[src/rtl/request_tracker.sv]
// Elevator request register: latches cabin/hall/door button events, applies
// controller floor clears, and derives pending summaries and the next target floor.
module request_tracker #(
    parameter int unsigned N_FLOORS    = 6,
    parameter int unsigned FLOOR_W     = 3,
    parameter int unsigned HOLD_CYCLES = 8
) (
    input  logic                clk,
    input  logic                reset,
    input  logic                req_valid,
    input  logic [1:0]          req_type,
    input  logic [FLOOR_W-1:0]  req_floor,
    output logic                req_ready,
    output logic                req_err,
    input  logic [FLOOR_W-1:0]  cur_floor,
    input  logic                dir_up,
    input  logic                clr_stop,
    input  logic                clr_dir,
    input  logic                clr_all,
    input  logic                clr_door,
    output logic [N_FLOORS-1:0] cabin_req,
    output logic [N_FLOORS-1:0] up_req,
    output logic [N_FLOORS-1:0] down_req,
    output logic                close_button,
    output logic                open_button,
    output logic                pending_here,
    output logic                pending_above,
    output logic                pending_below,
    output logic                target_valid,
    output logic [FLOOR_W-1:0]  target_floor
);

    localparam int unsigned CNT_W = (HOLD_CYCLES < 2) ? 1 : $clog2(HOLD_CYCLES + 1);

    localparam logic [1:0] T_CABIN = 2'd0;
    localparam logic [1:0] T_UP    = 2'd1;
    localparam logic [1:0] T_DOWN  = 2'd2;
    localparam logic [1:0] T_DOOR  = 2'd3;

    logic [N_FLOORS-1:0] req_hot;
    logic [N_FLOORS-1:0] cur_hot;
    logic [N_FLOORS-1:0] any_req;
    logic                req_in_range;
    logic                req_legal;
    logic                accept;

    logic [N_FLOORS-1:0] cabin_nx;
    logic [N_FLOORS-1:0] up_nx;
    logic [N_FLOORS-1:0] down_nx;
    logic                open_nx;
    logic                close_nx;
    logic                err_nx;
    logic [CNT_W-1:0]    hold_cnt;
    logic [CNT_W-1:0]    cnt_nx;

    // One-hot floor decodes; an out-of-range index decodes to all zeros,
    // which makes clears at an invalid cur_floor harmless by construction.
    always_comb begin : decode
        req_hot = '0;
        cur_hot = '0;
        for (int unsigned i = 0; i < N_FLOORS; i++) begin
            req_hot[i] = (32'(req_floor) == i);
            cur_hot[i] = (32'(cur_floor) == i);
        end
    end

    assign req_in_range = (32'(req_floor) < N_FLOORS);
    assign accept       = req_valid && req_ready;
    assign req_ready    = !reset && !(clr_stop || clr_dir || clr_all);
    assign any_req      = cabin_req | up_req | down_req;

    always_comb begin : legality
        req_legal = 1'b0;
        case (req_type)
            T_CABIN: req_legal = req_in_range;
            T_UP:    req_legal = req_in_range && (32'(req_floor) != N_FLOORS - 1);
            T_DOWN:  req_legal = req_in_range && (32'(req_floor) != 0);
            T_DOOR:  req_legal = (32'(req_floor) <= 1);
            default: req_legal = 1'b0;
        endcase
    end

    always_comb begin : next_state
        cabin_nx = cabin_req;
        up_nx    = up_req;
        down_nx  = down_req;
        open_nx  = open_button;
        close_nx = close_button;
        cnt_nx   = hold_cnt;
        err_nx   = accept && !req_legal;

        // Floor vectors: clears and accepted requests are mutually exclusive.
        if (clr_all) begin
            cabin_nx = '0;
            up_nx    = '0;
            down_nx  = '0;
        end else if (clr_stop) begin
            cabin_nx = cabin_req & ~cur_hot;
            up_nx    = up_req & ~cur_hot;
            down_nx  = down_req & ~cur_hot;
        end else if (clr_dir) begin
            cabin_nx = cabin_req & ~cur_hot;
            if (dir_up) begin
                up_nx = up_req & ~cur_hot;
            end else begin
                down_nx = down_req & ~cur_hot;
            end
        end else if (accept && req_legal) begin
            case (req_type)
                T_CABIN: cabin_nx = cabin_req | req_hot;
                T_UP:    up_nx    = up_req | req_hot;
                T_DOWN:  down_nx  = down_req | req_hot;
                default: ;
            endcase
        end

        // Door buttons: timeout, then explicit clear, then a new press overrides both.
        if ((HOLD_CYCLES != 0) && (open_button || close_button) && (hold_cnt != '0)) begin
            cnt_nx = hold_cnt - CNT_W'(1);
            if (hold_cnt == CNT_W'(1)) begin
                open_nx  = 1'b0;
                close_nx = 1'b0;
            end
        end
        if (clr_door) begin
            open_nx  = 1'b0;
            close_nx = 1'b0;
            cnt_nx   = '0;
        end
        if (accept && req_legal && (req_type == T_DOOR)) begin
            open_nx  = req_floor[0];
            close_nx = !req_floor[0];
            cnt_nx   = CNT_W'(HOLD_CYCLES);
        end
    end

    always_ff @(posedge clk or posedge reset) begin
        if (reset) begin
            cabin_req    <= '0;
            up_req       <= '0;
            down_req     <= '0;
            open_button  <= 1'b0;
            close_button <= 1'b0;
            hold_cnt     <= '0;
            req_err      <= 1'b0;
        end else begin
            cabin_req    <= cabin_nx;
            up_req       <= up_nx;
            down_req     <= down_nx;
            open_button  <= open_nx;
            close_button <= close_nx;
            hold_cnt     <= cnt_nx;
            req_err      <= err_nx;
        end
    end

    always_comb begin : summary
        pending_here  = |(any_req & cur_hot);
        pending_above = 1'b0;
        pending_below = 1'b0;
        for (int unsigned i = 0; i < N_FLOORS; i++) begin
            if (any_req[i] && (i > 32'(cur_floor))) pending_above = 1'b1;
            if (any_req[i] && (i < 32'(cur_floor))) pending_below = 1'b1;
        end
    end

    // Nearest request in the travel direction, including the current floor.
    always_comb begin : target
        target_valid = 1'b0;
        target_floor = '0;
        if (dir_up) begin
            for (int i = int'(N_FLOORS) - 1; i >= 0; i--) begin
                if (any_req[i] && ($unsigned(i) >= 32'(cur_floor))) begin
                    target_valid = 1'b1;
                    target_floor = FLOOR_W'(i);
                end
            end
        end else begin
            for (int i = 0; i < int'(N_FLOORS); i++) begin
                if (any_req[i] && ($unsigned(i) <= 32'(cur_floor))) begin
                    target_valid = 1'b1;
                    target_floor = FLOOR_W'(i);
                end
            end
        end
    end

endmodule

[config.mk]
export PLATFORM = sky130hd
export DESIGN_NAME = request_tracker
export DESIGN_NICKNAME = d
export VERILOG_FILES = /design/src/rtl/request_tracker.sv
export SDC_FILE = /design/constraint.sdc
export NUM_CORES = 1
export LEC_CHECK = 0
export BUFFER_PORTS_ARGS = -buffer_cell sky130_fd_sc_hd__buf_4
export CAP_MARGIN = 10
export CORE_ASPECT_RATIO = 1.75
export CORE_MARGIN = 2
export CORE_UTILIZATION = 30
export DETAILED_ROUTE_END_ITERATION = 16
export SYNTH_ARGS = -nofsm -noshare
export SYNTH_HDL_FRONTEND = slang
export SYNTH_SLANG_ARGS = --single-unit
[constraint.sdc]
create_clock -name clk -period 2.7 [get_ports clk]
set_input_delay 0.54 -clock clk [delete_from_list [all_inputs] [get_ports clk]]
set_output_delay 0.54 -clock clk [all_outputs]
set_load 0.1 [all_outputs]
# [Word-level counts from Yosys, hierarchy flattened]
# Index checks and enable logic that the tools add are counted.
[word_totals] regBits=25 input_bits=16 output_inout_bits=29 elab_cells=174
[classes] addsub=1 magnitude_cmp=24 n_eq_ne=17 muxes=62 bitwise_logic=10 reduce_logical=53
[ops] op="2-to-1 mux 6 bit" count=17
[ops] op="2-to-1 mux 3 bit" count=11
[ops] op="logical AND 1 bit" count=30
[ops] op="2-to-1 mux 1 bit" count=30
[ops] op="bitwise OR 6 bit" count=5
[ops] op="bitwise AND 6 bit" count=4
[ops] op="nonzero test 4 bit" count=5
[ops] op="equality test 3 x 2 -> 1 bit (second input constant)" count=4
[ops] op="equality test 3 bit (second input constant)" count=4
[ops] op="2-to-1 mux 4 bit" count=3
[ops] op="nonzero test 3 bit" count=3
[ops] op="!= test 4 x 3 -> 1 bit (second input constant)" count=2
[ops] op="equality test 3 x 1 -> 1 bit (second input constant)" count=2
[ops] op=">= comparator 1 x 3 -> 1 bit (first input constant)" count=2
[ops] op=">= comparator 2 x 3 -> 1 bit (first input constant)" count=2
[ops] op=">= comparator 3 bit (first input constant)" count=2
[ops] op="greater-than comparator 2 x 3 -> 1 bit (first input constant)" count=2
[ops] op="greater-than comparator 3 bit (first input constant)" count=2
[ops] op="<= comparator 2 x 3 -> 1 bit (first input constant)" count=2
[ops] op="<= comparator 3 bit (first input constant)" count=2
[ops] op="logical NOT 3 bit" count=2
[ops] op="< comparator 1 x 3 -> 1 bit (first input constant)" count=2
[ops] op="< comparator 2 x 3 -> 1 bit (first input constant)" count=2
[ops] op="< comparator 3 bit (first input constant)" count=2
[ops] op="17 further kinds" count=25

# [Depth between registers and ports, before layout]
# Gate-level depths: netlist of run 1.
[depth] depth_word=10 ltp_mapped=7 mapped_depth_nobuf=7

# [Least setup slack after synthesis of run 1]
# No wires, ideal clock.
[synth_timing] path_type="register to output" startpoint="reg cabin_req[2]" endpoint="out target_floor[0]" arrival_ps=5012 required_ps=2160 setup_slack_ps=-2852 stages_incl_launch_ff=5 n_path_buf=0 cell_sequence="dfrtp_1 > or3_1 > o21ai_0 > a21oi_1 > o311ai_0"
[synth_via] elab_chain_cells=8 elab_cells_between_ends=12 classes_between="mux (8); bitwise (2); reduce/logical (2)"
[synth_lines] item="start: declaration" line_no="21" text="output logic [N_FLOORS-1:0] cabin_req,"
[synth_lines] item="start signal: assignment" line_no="147" text="cabin_req <= cabin_nx;"
[synth_lines] item="bitwise OR 6 bit (*) (2 in series)" line_no="70" text="assign any_req = cabin_req | up_req | down_req;"
[synth_lines] item="logical AND 1 bit" line_no="180" text="if (any_req[i] && ($unsigned(i) <= 32'(cur_floor))) begin"
[synth_lines] item="2-to-1 mux 3 bit (4 in series)" line_no="180"
[synth_lines] item="2-to-1 mux 3 bit (*)" line_no="171" text="if (dir_up) begin"
[synth_lines] item="end: declaration" line_no="30" text="output logic [FLOOR_W-1:0] target_floor"
# Mark *: on every way between the ends. The rest lies on a longest branch, timed or not.

# [Worst setup path after layout of run 1]
[layout_timing] startpoint="reg up_req[2]" endpoint="out target_floor[0]"
[layout_via] elab_chain_cells=8 elab_cells_between_ends=12 classes_between="mux (8); bitwise (2); reduce/logical (2)"
[layout_lines] item="start: declaration" line_no="22" text="output logic [N_FLOORS-1:0] up_req,"
[layout_lines] item="start signal: assignment" line_no="148" text="up_req <= up_nx;"
[layout_lines] item="bitwise OR 6 bit (*) (2 in series)" line_no="70"
[layout_lines] item="logical AND 1 bit" line_no="180"
[layout_lines] item="2-to-1 mux 3 bit (4 in series)" line_no="180"
[layout_lines] item="2-to-1 mux 3 bit (*)" line_no="171"
# Marks and branches as above.

==> results of run 1 <==
-- cell families (layout without fill, tap and decap cells) --
logic type               after synthesis  after routing  synth area share, %
buffers and inverters                 16             70                 3.58
XOR/XNOR                               3              3                 1.57
multiplexers                           2              2                 1.19
AO/OA/AOI/OAI                         74             74                 28.6
AND/OR/NAND/NOR                       80             80                 22.5
flip-flops                            25             25                 37.3
adder cells (fa/ha/maj)                7              7                 5.22
-- registers in the layout, summed over array words and instances (netlist names) --
signal        flops
hold_cnt          4
open_button       1
down_req          6
req_err           1
close_button      1
cabin_req         6
up_req            6
-- final cells by class --
type | instances | area [um2]
Clock buffer | 3 | 41.3
Clock inverter | 1 | 7.51
Fill cell | 606 | 3120
Inverter | 11 | 41.3
Multi-Input combinational cell | 166 | 1100
Sequential cell | 25 | 653
Tap cell | 76 | 95.1
Timing Repair Buffer | 55 | 437
-- final timing paths --
path / from / endpoint / slack [ps] / cells past startpoint
max in group asynchronous: reset / cabin_req[2] / 2000 / 4
min reg2reg: cabin_req[0] / cabin_req[0] / 520 / 2
min: reset / cabin_req[1] / 260 / 3
max reg2reg: hold_cnt[0] / hold_cnt[1] / 990 / 5
max: up_req[2] / target_floor[0] / 70 / 6
min in group clk: clr_door / hold_cnt[1] / 450 / 2
-- per-stage QoR --
stage               setup TNS [ps]  area, um2  total power, mW
finish                           0       2370            0.819
detailed placement               0       2290            0.590
global placement                 0       2290            0.589
CTS                              0       2350            0.821
floorplan                     -322       1800            0.521
global route                     0       2370            0.858
-- worst max-delay path: cells and delay by family, from the launching register on --
family	cells	cell delay, ps
compound gates	3	600
buf+inv	1	210
flops	1	500
simple gates	2	500
-- metal layers --
layer  vias to the layer above  routed length [um]
met4                         0                 114
li1                        861                   -
met3                        11                 160
met2                        49                2860
met1                       835                1940
met5                         -                   0
-- cell usage in the layout (no fill, tap or decap), types with 4 or more instances in the layout --
cell,netlist,layout
buf_4,0,52
o21ai_0,35,35
nand2_1,30,29
dfrtp_2,0,16
nor2_1,15,14
inv_1,11,11
nor3_1,12,9
a21oi_1,10,9
ha_1,7,7
dfrtp_1,25,7
a31oi_1,6,6
o31ai_1,6,6
or3_1,5,4
-- timing repair --
item | 4_1_cts | 5_1_grt
gates cloned | 0 | 0
pin swaps | 0 | 1
setup endpoints to repair | 1 | 4
gates resized for setup | 2 | 7
-- power by group --
part | switching [mW] | internal [mW]
Clock | 0.129 | 0.105
Sequential | 0.00183 | 0.376
Combinational | 0.144 | 0.0641
Total | 0.274 | 0.545
==> results.py, run 1 <==
metrics = {
    "clock_tree": {
        "cts_sinks": 25,
        "path_clk_slew_ps": 90,
        "h-tree-depth": 1,
        "cts_setup_buffers": 0,
        "cts_root_buf": "clkbuf_8",
        "clock_path_buffers": 2,
        "holdBufCountCts": 0,
        "clk_latency_ps": 280,
        "cts_tree": "built",
        "numCtsBuffers": 3,
    },
    "global_routing": {
        "grt_start_max_net_pins": 16,
        "antenna_found_initial": 0,
        "grt_usage_pct": 17.3,
        "grt_busiest_layer": "met2",
        "use_met2_pct": 34.0,
        "grt-ovfl-total": 0,
        "grt_use_met1_pct": 19.1,
        "grt_pass1_vias": 1665,
        "grt_pass1_wl_mm": 8.09,
        "met3_usage_pct": 1.00,
    },
    "timing": {
        "timing.fmax_mhz": 380,
        "finalHoldViolCount": 0,
        "timing.final.crit_period_ps": 2630,
        "worstMarginPinSlew_ps": 548,
        "setup_viol": 0,
        "rsz0062_at_grt": "false",
        "fin_ws_ps": 69.7,
        "finalCritPeriodShare_pct": 97.4,
        "worst_hold_slack_ps": 262,
        "skew_ps": 0.322,
        "slew_violations": 0,
        "max_slew_margin_pct": 63.2,
    },
    "finish": {
        "stdcell_count": 337,
        "finish.utilization_pct": 43.2,
        "layout-drive-gt1-share_pct": 36.4,
        "area.growth.synth_to_final_pct": 41.6,
        "antenna_cells": 0,
        "nNetsFinal": 285,
    },
    "routing": {
        "viasPerCell": 5.21,
        "wirelength_mm": 5.07,
        "ant_nets": 0,
        "drt_pass1_iterations": 4,
        "drc": 0,
        "wl_per_cell_um": 15.1,
        "num_vias": 1756,
        "drt_iter0_markers": 139,
    },
    "logic_synthesis": {
        "synth_nets": 230,
        "yosysTopAreaCell": "dfrtp_1",
        "synth_top_area_share_pct": 37.3,
        "synth-edff-count": 0,
        "async_flop_share_pct": 100,
        "ys_seq_area_share_pct": 37.3,
        "synthTopCellsByArea": "dfrtp_1 (37%), o21ai_0 (10%), nand2_1 (6.7%)",
        "synth_commonest_cells": "o21ai_0 (35), nand2_1 (30), dfrtp_1 (25), nor2_1 (15), nor3_1 (12)",
        "ys_ff_latch": 25,
        "syn_area_um2": 1680,
        "syn_inst": 207,
        "synth.avg_cell_area_um2": 8.10,
        "ys_types": 38,
        "ys_warn_count": 0,
        "synth-main-ff-cell": "dfrtp_1",
        "synth_most_common_cell": "o21ai_0",
    },
    "pwr": {
        "ir_drop_uv": 311,
        "leakagePower_nw": 1.06,
        "p_per_area_nw_per_um2": 345,
    },
    "floorplanning": {
        "start_util_pct": 30.5,
        "die_w_um": 60.5,
        "ios": 45,
        "core_um2": 5500,
        "die-area_um2": 6230,
        "die_y_um": 103,
        "rows": 36,
    },
    "critical_path": {
        "critical-path-max-stage-delay_ps": 500,
        "arrival_ps": 2090,
        "cp.required_ps": 2160,
        "crit_path_cell_trace": "or3_4 -> o22ai_1 -> nand2_1 -> a221o_1 -> o311ai_4 -> buf_12",
        "crit_slowest_cell": "dfrtp_4",
        "startpoint_type": "flop",
        "crit_fanout": 5,
        "end_kind": "output pin",
        "crit_type": "reg -> out",
    },
    "place": {
        "dp.cells": 333,
        "post-place-ws_ps": 246,
        "place_hpwl_mm": 4.12,
        "portBuffers": 44,
        "place.gp.congestion": 0.909,
    },
    "run_status": {
        "status": "finished clean",
    },
    "worst_hold_path": {
        "min_path_type": "in -> async",
    },
    "flow_run": {
        "drv_cap": 0,
    },
}
Power figures use the tool's default switching activity.
==> inputs of run 2 (changes only) <==
--- a/config.mk
+++ b/config.mk
@@ -7,10 +7,13 @@
 export LEC_CHECK = 0
 export BUFFER_PORTS_ARGS = -buffer_cell sky130_fd_sc_hd__buf_4
 export CAP_MARGIN = 10
+export CELL_PAD_IN_SITES_DETAIL_PLACEMENT = 0
+export CELL_PAD_IN_SITES_GLOBAL_PLACEMENT = 2
 export CORE_ASPECT_RATIO = 1.75
 export CORE_MARGIN = 2
 export CORE_UTILIZATION = 30
 export DETAILED_ROUTE_END_ITERATION = 16
+export PLACE_DENSITY_LB_ADDON = 0.1
 export SYNTH_ARGS = -nofsm -noshare
 export SYNTH_HDL_FRONTEND = slang
 export SYNTH_SLANG_ARGS = --single-unit
==> run 2 against run 1 <==
  * Clock-buffer cell count is the same
  * Critical path depth is the same
  * Via count grew 1.1%
  * First-iteration DRC count shrank 45%
  * Clock skew grew 8.5 ps
  * Setup slack lost 13 ps
  * Hold slack gained 140 ps
  * Sequential cell count is the same
  * Total power grew 0.52%
==> results.py, run 2 (same netlist as run 1, synthesis figures left out) <==
metrics = {
    "floorplanning": {
        "die-area_um2": 6230,
        "rows": 36,
        "ios": 45,
        "core_um2": 5500,
        "die_w_um": 60.5,
        "start_util_pct": 30.5,
        "die_y_um": 103,
    },
    "routing": {
        "drt_iter0_markers": 76,
        "viasPerCell": 5.24,
        "wirelength_mm": 5.65,
        "drc": 0,
        "ant_nets": 0,
        "drt_pass1_iterations": 4,
        "num_vias": 1775,
        "wl_per_cell_um": 16.7,
    },
    "global_routing": {
        "grt_pass1_vias": 1836,
        "grt_pass1_wl_mm": 9.05,
        "grt_usage_pct": 19.7,
        "grt-ovfl-total": 0,
        "grt_start_max_net_pins": 26,
        "antenna_found_initial": 0,
    },
    "pwr": {
        "total_power_uw": 824,
        "leakagePower_nw": 1.07,
        "p_per_area_nw_per_um2": 345,
        "internal_power_uw": 545,
        "sw_frac_of_total_pct": 33.8,
        "pwr-share-seq_pct": 45.9,
        "pwr-share-clk_pct": 28.4,
        "ir_drop_uv": 239,
        "p_sw_uw": 278,
        "pwr-share-comb_pct": 25.7,
    },
    "clock_tree": {
        "cts_sinks": 25,
        "numCtsBuffers": 3,
        "path_clk_slew_ps": 100,
        "cts_tree": "built",
        "clk_latency_ps": 280,
        "clock_path_buffers": 2,
        "h-tree-depth": 1,
        "cts_root_buf": "clkbuf_8",
    },
    "timing": {
        "setup_tns_ps": 0,
        "worstMarginPinSlew_ps": 533,
        "max_slew_margin_pct": 64.5,
        "worst_hold_slack_ps": 407,
        "slew_violations": 0,
        "timing.fmax_mhz": 378,
        "finalCritPeriodShare_pct": 97.9,
        "timing.final.crit_period_ps": 2640,
        "finalHoldViolCount": 0,
        "skew_ps": 8.80,
        "setup_viol": 0,
        "rsz0062_at_grt": "true",
    },
    "place": {
        "place_hpwl_mm": 4.63,
        "place.gp.congestion": 0.867,
        "portBuffers": 44,
    },
    "critical_path": {
        "crit_fanout": 4,
        "startpoint_type": "flop",
        "end_kind": "output pin",
        "crit_type": "reg -> out",
        "cp.buffers_inverters": 1,
        "rrSetupSlack_ps": 990,
        "cp.required_ps": 2160,
        "critical_path_cell_count": 6,
        "crit_path_cell_trace": "nor3_2 -> o21ai_0 -> a221o_1 -> o2111ai_1 -> o311ai_4 -> buf_12",
        "critical-path-max-stage-delay_ps": 430,
        "cp_top_family": "compound AO/OA/AOI/OAI gates",
        "crit_slowest_cell": "nor3_2",
        "worstReg2RegStart": "hold_cnt[0]",
        "r2r_cells": 5,
        "rr_endpoint": "hold_cnt[1]",
        "arrival_ps": 2100,
    },
    "finish": {
        "antenna_cells": 0,
        "layout_commonest_cell": "buf_4",
        "nNetsFinal": 287,
        "fillerInstances": 610,
        "layout_common_cells": "buf_4 (54), o21ai_0 (35), nand2_1 (29)",
        "layout-drive-gt1-share_pct": 36.5,
        "reg.largest.list": "cabin_req x6, down_req x6, up_req x6",
        "area.growth.synth_to_final_pct": 42.2,
    },
    "flow_run": {
        "drv_cap": 0,
    },
    "run_status": {
        "status": "finished clean",
    },
    "worst_hold_path": {
        "min_path_type": "in -> async",
    },
}
[run 2: changes by cell type in the layout (fill, tap and decap cells not counted), sizes merged]
cell,previous run,this run
buf,55,57
[run 2: power groups by stage]
stage	Sequential (mW)	Clock [mW]	Combinational, mW
after floorplan	0.398	0	0.123
after global placement	0.385	0	0.209
after detailed placement	0.386	0	0.208
after CTS	0.378	0.243	0.210
after global routing	0.378	0.259	0.227
final	0.378	0.234	0.211
[run 2: worst max path at each step]
stage                            start              end  slack, ps
final                      down_req[3]  target_floor[0]         60
after global routing         up_req[2]  target_floor[0]        -20
after CTS                    up_req[2]  target_floor[0]          7
after detailed placement   down_req[5]     target_valid        190
after global placement    cur_floor[2]     target_valid        180
after floorplan              up_req[2]  target_floor[2]       -160
[run 2: layout make-up]
cell class	instances	area (um2)	area share, %
multi-input combinational	166	1090	45.9
sequential	25	653	27.4
timing repair buffer	57	452	18.9
tap	76	95.1	3.99
clock buffer	3	41.3	1.73
inverter	11	41.3	1.73
clock inverter	1	7.51	0.315
[run 2: metal layers]
layer | share of wire, % | vias to the layer above | wire, um | GRT usage, %
met2 | 58 | 47 | 3300 | 38.9
li1 | - | 867 | - | -
met3 | 3.0 | 11 | 168 | 1.25
met5 | 0 | - | 0 | 0
met4 | 2.9 | 0 | 164 | 9.03
met1 | 36 | 850 | 2020 | 19.9
[run 2: per-stage QoR]
stage	instances	utilization [%]	worst slack [ps]	instance area (um2)
after floorplan	207	-	-158	1800
after global placement	334	41.8	180	2300
after detailed placement	334	41.8	192	2300
after CTS	338	42.9	7.09	2360
after global routing	339	43.4	-16.1	2380
final	339	43.4	56.8	2380
[run 2: timing repair]
item	CTS	global route
resized for setup	3	5
pin swaps	0	2
hold buffers	0	0
buffers inserted	0	1
endpoints found under the setup margin	5	5
[run 2: tightest hold or removal path: cells and delay by family]
kind | cells | cell delay (ps)
buf+inv | 3 | 550
